File: src/rtl/instr_fetch.sv
// instr_fetch: instruction fetch unit feeding the decoder.
// Owns the fetch PC, issues in-order word reads to instruction memory and
// buffers returned words together with their PCs in a small FIFO. A redirect
// flushes the FIFO and marks every still-outstanding read as stale, so those
// responses are dropped when they come back.
//
// Ports
//   clk, rst          clock, synchronous active-high reset
//   imem_req_valid    read request valid (credit: inflight + count < DEPTH)
//   imem_req_ready    memory accepts the request this cycle
//   imem_addr         request address (always word aligned)
//   imem_rsp_valid    read data valid, responses in request order
//   imem_rsp_data     read data
//   instruction       FIFO head word, NOP bubble when empty
//   instr_valid       FIFO non-empty
//   pc                PC of head word, RESET_PC when empty
//   id_ready          decoder consumes the head word
//   redirect_valid    flush and restart fetch at redirect_pc
//   redirect_pc       new fetch PC (low two bits ignored)
module instr_fetch #(
    parameter logic [31:0] RESET_PC = 32'h0000_0000,
    parameter int          DEPTH    = 2
) (
    input  logic        clk,
    input  logic        rst,
    output logic        imem_req_valid,
    input  logic        imem_req_ready,
    output logic [31:0] imem_addr,
    input  logic        imem_rsp_valid,
    input  logic [31:0] imem_rsp_data,
    output logic [31:0] instruction,
    output logic        instr_valid,
    output logic [31:0] pc,
    input  logic        id_ready,
    input  logic        redirect_valid,
    input  logic [31:0] redirect_pc
);

    localparam int              CW     = $clog2(DEPTH + 1);
    localparam int              PW     = (DEPTH > 1) ? $clog2(DEPTH) : 1;
    localparam logic [31:0]     NOP    = 32'h0000_0013;
    localparam logic [CW:0]     CREDIT = (CW + 1)'(DEPTH);
    localparam logic [CW-1:0]   FULL   = CW'(DEPTH);
    localparam logic [PW-1:0]   LAST   = PW'(DEPTH - 1);

    logic [31:0]   fetch_pc;
    logic [CW-1:0] inflight;
    logic [CW-1:0] drop;
    logic [CW-1:0] count;
    logic [PW-1:0] rd_ptr;
    logic [PW-1:0] wr_ptr;
    logic [31:0]   fifo_pc   [DEPTH];
    logic [31:0]   fifo_word [DEPTH];

    logic          accept;
    logic          rsp_take;
    logic          push;
    logic          pop;
    logic [CW-1:0] inflight_next;
    logic [31:0]   rsp_pc;

    function automatic logic [PW-1:0] ptr_inc(input logic [PW-1:0] p);
        return (p == LAST) ? '0 : p + PW'(1);
    endfunction

    // Credit covers both outstanding reads and buffered words, so the FIFO
    // can never overflow. Depends only on registered state and rst.
    assign imem_req_valid = !rst && (({1'b0, inflight} + {1'b0, count}) < CREDIT);
    assign imem_addr      = fetch_pc;

    assign accept   = imem_req_valid && imem_req_ready;
    assign rsp_take = imem_rsp_valid && !rst;

    // Once drop reaches zero every outstanding read belongs to the current
    // fetch stream, which is contiguous up to fetch_pc, so the oldest one was
    // issued at fetch_pc - 4*inflight (mod 2^32).
    assign rsp_pc = fetch_pc - (32'(inflight) << 2);
    assign push   = rsp_take && (drop == '0) && !redirect_valid;

    assign instr_valid = (count != '0);
    assign pop         = instr_valid && id_ready;
    assign instruction = instr_valid ? fifo_word[rd_ptr] : NOP;
    assign pc          = instr_valid ? fifo_pc[rd_ptr]   : RESET_PC;

    always_comb begin
        inflight_next = inflight;
        if (accept) begin
            inflight_next = inflight_next + CW'(1);
        end
        if (rsp_take) begin
            inflight_next = inflight_next - CW'(1);
        end
    end

    always_ff @(posedge clk) begin
        if (rst) begin
            fetch_pc <= RESET_PC;
            inflight <= '0;
            drop     <= '0;
            count    <= '0;
            rd_ptr   <= '0;
            wr_ptr   <= '0;
        end else begin
            inflight <= inflight_next;
            if (redirect_valid) begin
                // Everything still outstanding after this cycle, including a
                // read accepted right now at the old address, is stale.
                fetch_pc <= {redirect_pc[31:2], 2'b00};
                drop     <= inflight_next;
                count    <= '0;
                rd_ptr   <= '0;
                wr_ptr   <= '0;
            end else begin
                if (accept) begin
                    fetch_pc <= fetch_pc + 32'd4;
                end
                if (rsp_take && (drop != '0)) begin
                    drop <= drop - CW'(1);
                end
                if (push) begin
                    wr_ptr <= ptr_inc(wr_ptr);
                end
                if (pop) begin
                    rd_ptr <= ptr_inc(rd_ptr);
                end
                if (push && !pop) begin
                    count <= count + CW'(1);
                end else if (pop && !push) begin
                    count <= count - CW'(1);
                end
            end
        end
    end

    always_ff @(posedge clk) begin
        if (push) begin
            fifo_pc[wr_ptr]   <= rsp_pc;
            fifo_word[wr_ptr] <= imem_rsp_data;
        end
    end

    always_ff @(posedge clk) begin
        if (!rst) begin
            assert (!(push && (count == FULL)));
        end
    end

endmodule

File: config.mk
export PLATFORM = sky130hd
export DESIGN_NAME = instr_fetch
export DESIGN_NICKNAME = d
export VERILOG_FILES = /design/src/rtl/instr_fetch.sv
export SDC_FILE = /design/constraint.sdc
export NUM_CORES = 1
export LEC_CHECK = 0
export ABC_AREA = 1
export BUFFER_PORTS_ARGS = -buffer_cell sky130_fd_sc_hd__buf_2
export CORE_ASPECT_RATIO = 0.5
export CORE_MARGIN = 2
export CORE_UTILIZATION = 50
export DETAILED_ROUTE_END_ITERATION = 16
export MAX_ROUTING_LAYER = met4
export PLACE_DENSITY = 0.74
export SYNTH_ARGS = -nofsm -noshare
export SYNTH_HDL_FRONTEND = slang
export SYNTH_SLANG_ARGS = --single-unit
File: constraint.sdc
create_clock -name clk -period 4.96 [get_ports clk]
set_input_delay 0.496 -clock clk [delete_from_list [all_inputs] [get_ports clk]]
set_output_delay 0.496 -clock clk [all_outputs]
set_load 0.02 [all_outputs]
== Yosys cells after proc, flatten, opt, wreduce, memory -nomap -nowiden ==
Memories as Yosys holds them, arrays and structs flattened. A register that Yosys moved wholly into a read port is not among the register bits.
Cells that the tools add are included.
Word-level totals
  register bits: 40
  memories kept: 2
  bits in writable memories: 128
  bits of input ports: 70
  output and inout port bits: 98
Operators by class
  reductions and logical operators: 20
  magnitude comparators: 1
  multiplexer cells: 18
  $add $sub $neg: 10
Memories
  fifo_pc: depth 2, bits a word 32, rd ports 1, clocked after Yosys merged registers in 1, write ports 1, line 52  | logic [31:0] fifo_pc [DEPTH];
  fifo_word: depth 2, bits a word 32, rd ports 1, clocked after Yosys merged registers in 1, write ports 1, line 53  | logic [31:0] fifo_word [DEPTH];
Operators by type and width (number)
  two-way mux 32 bit: 4
  adder 32 x 3 -> 32 bit (second input constant): 1
  subtractor 32 x 4 -> 32 bit: 1
  two-way mux 2 bit: 6
  nonzero test 2 bit: 5
  logical AND 1 bit: 9
  two-way mux 1 bit: 8
  subtractor 2 x 1 -> 2 bit (second input constant): 3
  adder 2 x 1 -> 2 bit (second input constant): 2
  logical NOT 1 bit: 4
  adder 2 x 2 -> 3 bit: 1
  less-than comparator 3 x 2 -> 1 bit (second input constant): 1
  adder 1 bit (second input constant): 2
  logical NOT 2 bit: 1
  OR reduction 2 bit: 1

== Logic depth before layout (Yosys ltp) ==
  word-level depth: 8
  depth in mapped cells: 13
  mapped depth without buffers: 12

== Worst setup path before layout ==
Ideal clock, no wire load.
  kind: input to register
  start: input redirect_valid
  end: memory fifo_pc[1][10], enable pin
  data required time: 4.477 ns
  setup time: 0.483 ns
  path slack: 0.712 ns
  buffers on the path: 1
  stages on the path: 6
  arrival: 3.765 ns
  cell sequence: buf_4 nor2_1 inv_1 nor3_2 inv_1 nor2_1
On the way
  cells in the longest elaborated chain, start to end: 4
RTL lines
  start: declaration: line 35  | input logic redirect_valid,
  logical NOT 1 bit: line 78  | assign push = rsp_take && (drop == '0) && !redirect_valid;
  logical AND 1 bit: line 78
  net push: line 57  | logic push;
  two-way mux 1 bit: line 136  | if (push) begin
  two-way mux 1 bit (not written as such): line 137  | fifo_pc[wr_ptr] <= rsp_pc;
  end: declaration: line 52
The timed path passes the listed nets, and every way through them passes these cells.

==> flow_metrics.py <==
metrics = {
    "grt": {
        "grt_pass1_wl_um": 31500,
        "overflow": 0,
        "first_global_vias": 6320,
        "use_met2": 0.380,
        "grtUsageMet3": 0.0438,
        "grt.busiest_layer": "met2",
        "grt_max_degree": 64,
        "grt.met1_usage": 0.325,
        "antenna_found_initial": 0,
        "grt_usage": 0.244,
    },
    "setup_path": {
        "cp_max_fo": 63,
        "critPathMaxStageDelay_ps": 850,
        "cp.required_ps": 4460,
        "cp-end-kind": "output port",
        "critical-path-top-delay-family": "buffers and inverters",
        "crit_path_start_kind": "register",
        "worstPathCellList": "buf_4 > inv_2 > nand2_1 > a21oi_1 > buf_2",
        "critPathKind": "reg -> out",
        "slowest_stage": "inv_2",
        "crit_buf_inv": 3,
        "critPathArrivalTime_ps": 2520,
        "regToRegSetupSlack_ps": 2120,
    },
    "timing": {
        "setup_viol_count_final": 0,
        "layout_min_cycle_time_ps": 3020,
        "clock_skew_ps": 13.4,
        "fmax_mhz": 331,
        "max_slew_margin": 0.279,
        "fin_crit_sh": 0.609,
        "fin_setup_tns_ps": 0,
        "worst_pin_slew_ps": 1080,
        "whs_ps": 252,
        "finalWorstSetupSlack_ps": 1940,
        "rsz0062_at_grt": "no",
        "maxSlewViolCount": 0,
        "hold_viol": 0,
    },
    "power_and_ir_drop": {
        "power_density_mw_per_mm2": 339,
        "total_power_mw": 3.25,
        "peakVddDrop_uv": 249,
        "p_leak_nw": 4.07,
    },
    "synth": {
        "syn_inst": 932,
        "netlist.area_leader.share": 0.457,
        "ys_ff_latch": 163,
        "synth.distinct_cells": 35,
        "ys_warn_count": 0,
        "syn_area_sq_mm": 0.00814,
        "netlist_top_cells_area": "edfxtp_1, nand2_1, dfxtp_1",
        "postSynthAreaPerCell_sq_um": 8.73,
        "yosysTopAreaCell": "edfxtp_1",
        "ys_seq_area_frac": 0.553,
    },
    "detailed_routing": {
        "ant_nets": 0,
        "drt_pass1_iterations": 6,
        "dr.first_iter.drc_count": 621,
        "drc_errors": 0,
        "dr_total_vias": 6780,
        "routed_wl_um": 20200,
        "post_drt_wl_per_cell_um": 15.5,
        "viasPerCell": 5.21,
    },
    "clocking": {
        "postCtsSetupRepairBufs": 0,
        "ctsResizeCount": 0,
        "clock_path_buffers": 2,
        "htreeDepth": 4,
        "cts.clk_slew.worst_paths_ps": 80,
        "cts_root_buf": "clkbuf_16",
        "holdBufCountCts": 0,
        "insertion_delay_ps": 420,
        "clkSinkCount": 163,
        "tritoncts": "built",
        "cts_buffers": 17,
    },
    "die": {
        "start_util": 0.520,
        "die_h_um": 94.2,
        "die_x_um": 184,
        "pin_count": 168,
        "fp.coreArea_sq_mm": 0.0157,
        "rows": 32,
        "fp.dieArea_sq_mm": 0.0174,
    },
    "finish": {
        "utilization": 0.613,
        "drive_above_1_share": 0.225,
        "final_nets": 1145,
        "final_area_sq_mm": 0.00960,
        "antenna_cells": 0,
        "syn_to_final_growth_pct": 18.0,
        "fin_cells": 1302,
    },
    "status": {
        "status": "finished, final reports clean",
    },
    "place": {
        "dp_hpwl_um": 13400,
        "dp_slack_ps": 2120,
        "portBuffers": 161,
        "place_inst": 1270,
        "gp_congestion": 0.955,
        "placedInstanceArea_sq_mm": 0.00901,
    },
    "job": {
        "max_cap_viol_count": 0,
    },
    "worst_hold_path": {
        "hold_class": "in -> reg",
    },
}
## cells in the mapped netlist
cell / number
nand2_2: 8
a31oi_1: 5
or2_2: 1
a21oi_1: 87
clkinv_1: 1
clkbuf_1: 22
buf_4: 12
nor3_2: 1
nand2_1: 302
nand4_1: 10
nand4_2: 1
conb_1: 1
buf_6: 3
ha_1: 5
edfxtp_1: 124
nand3b_1: 1
inv_4: 1
xor2_1: 30
nor2_1: 77
a211oi_1: 1
buf_1: 2
o211ai_1: 2
dfxtp_1: 39
nor2_4: 10
nor2_2: 14
o21ai_0: 27
inv_1: 74
nand3_1: 39
inv_2: 5
and3_1: 1
nor3_1: 5
nand3_2: 2
fa_1: 2
buf_2: 12
xnor2_1: 5
## routing by layer
layer,wire [um],up-vias
met4,438,0
met5,0,-
met1,9150,3116
li1,-,3303
met3,1530,40
met2,9080,321
## path summary, 6_finish.rpt
check / from / endpoint / cells after the start
setup / recovery: register / pc[9] / 5
hold / removal: imem_rsp_data[3] / fifo_word[0][3] / 1
setup reg to reg: count[0] / imem_addr[4] / 8
hold reg to reg: rd_ptr / register / 2
## area by class of cell
type / count / area, sq um
tap: 221 / 277
sequential: 163 / 4510
fill: 1320 / 6050
clock inverter: 15 / 164
timing repair buffer: 165 / 836
clock buffer: 17 / 425
multi-input combinational: 640 / 3090
inverter: 81 / 307
## state kept, by name, indices dropped and copies added, names as in the netlist, named ones only
signal and count:
fifo_pc 60, imem_addr 30, rd_ptr 1, wr_ptr 1, drop 2, fifo_word 64
count 2, inflight 2
## placed cells by master, fill, tap and decap left out, types with 6 or more instances in the layout
cell type / n
inv_8: 6
a21oi_1: 87
buf_2: 161
inv_1: 74
xor2_1: 30
clkbuf_16: 17
nor2_1: 74
nand2_1: 302
nand3_1: 39
nor2_4: 13
nor2_2: 14
dfxtp_1: 38
o21ai_0: 27
nand2_2: 8
edfxtp_1: 124
nand4_1: 10
## where the power goes
part / total [mW] / internal (mW) / switching [mW]
sequential: 1.57 / 1.52 / 0.0522
clock: 1.31 / 0.678 / 0.629
combinational: 0.375 / 0.119 / 0.256
total: 3.25 / 2.32 / 0.937
## worst register-to-register path: stages, from the launching register on
cell and delay (ps):
dfxtp_1 410, nand2_1 70, inv_1 60, fa_1 410
nor2_1 150, nand3_1 420, nor2_2 870, nand3_1 210
a31oi_1 180
## cells by family after synthesis
logic type | synth area share
buffers and inverters | 0.0713
xor gates and xnor gates | 0.0377
AOI/OAI and AO/OA | 0.0767
and+or+nand+nor | 0.248
adders and majority gates | 0.0126
other | 0.000461
DFF | 0.553
(Power assumes the default switching activity.)
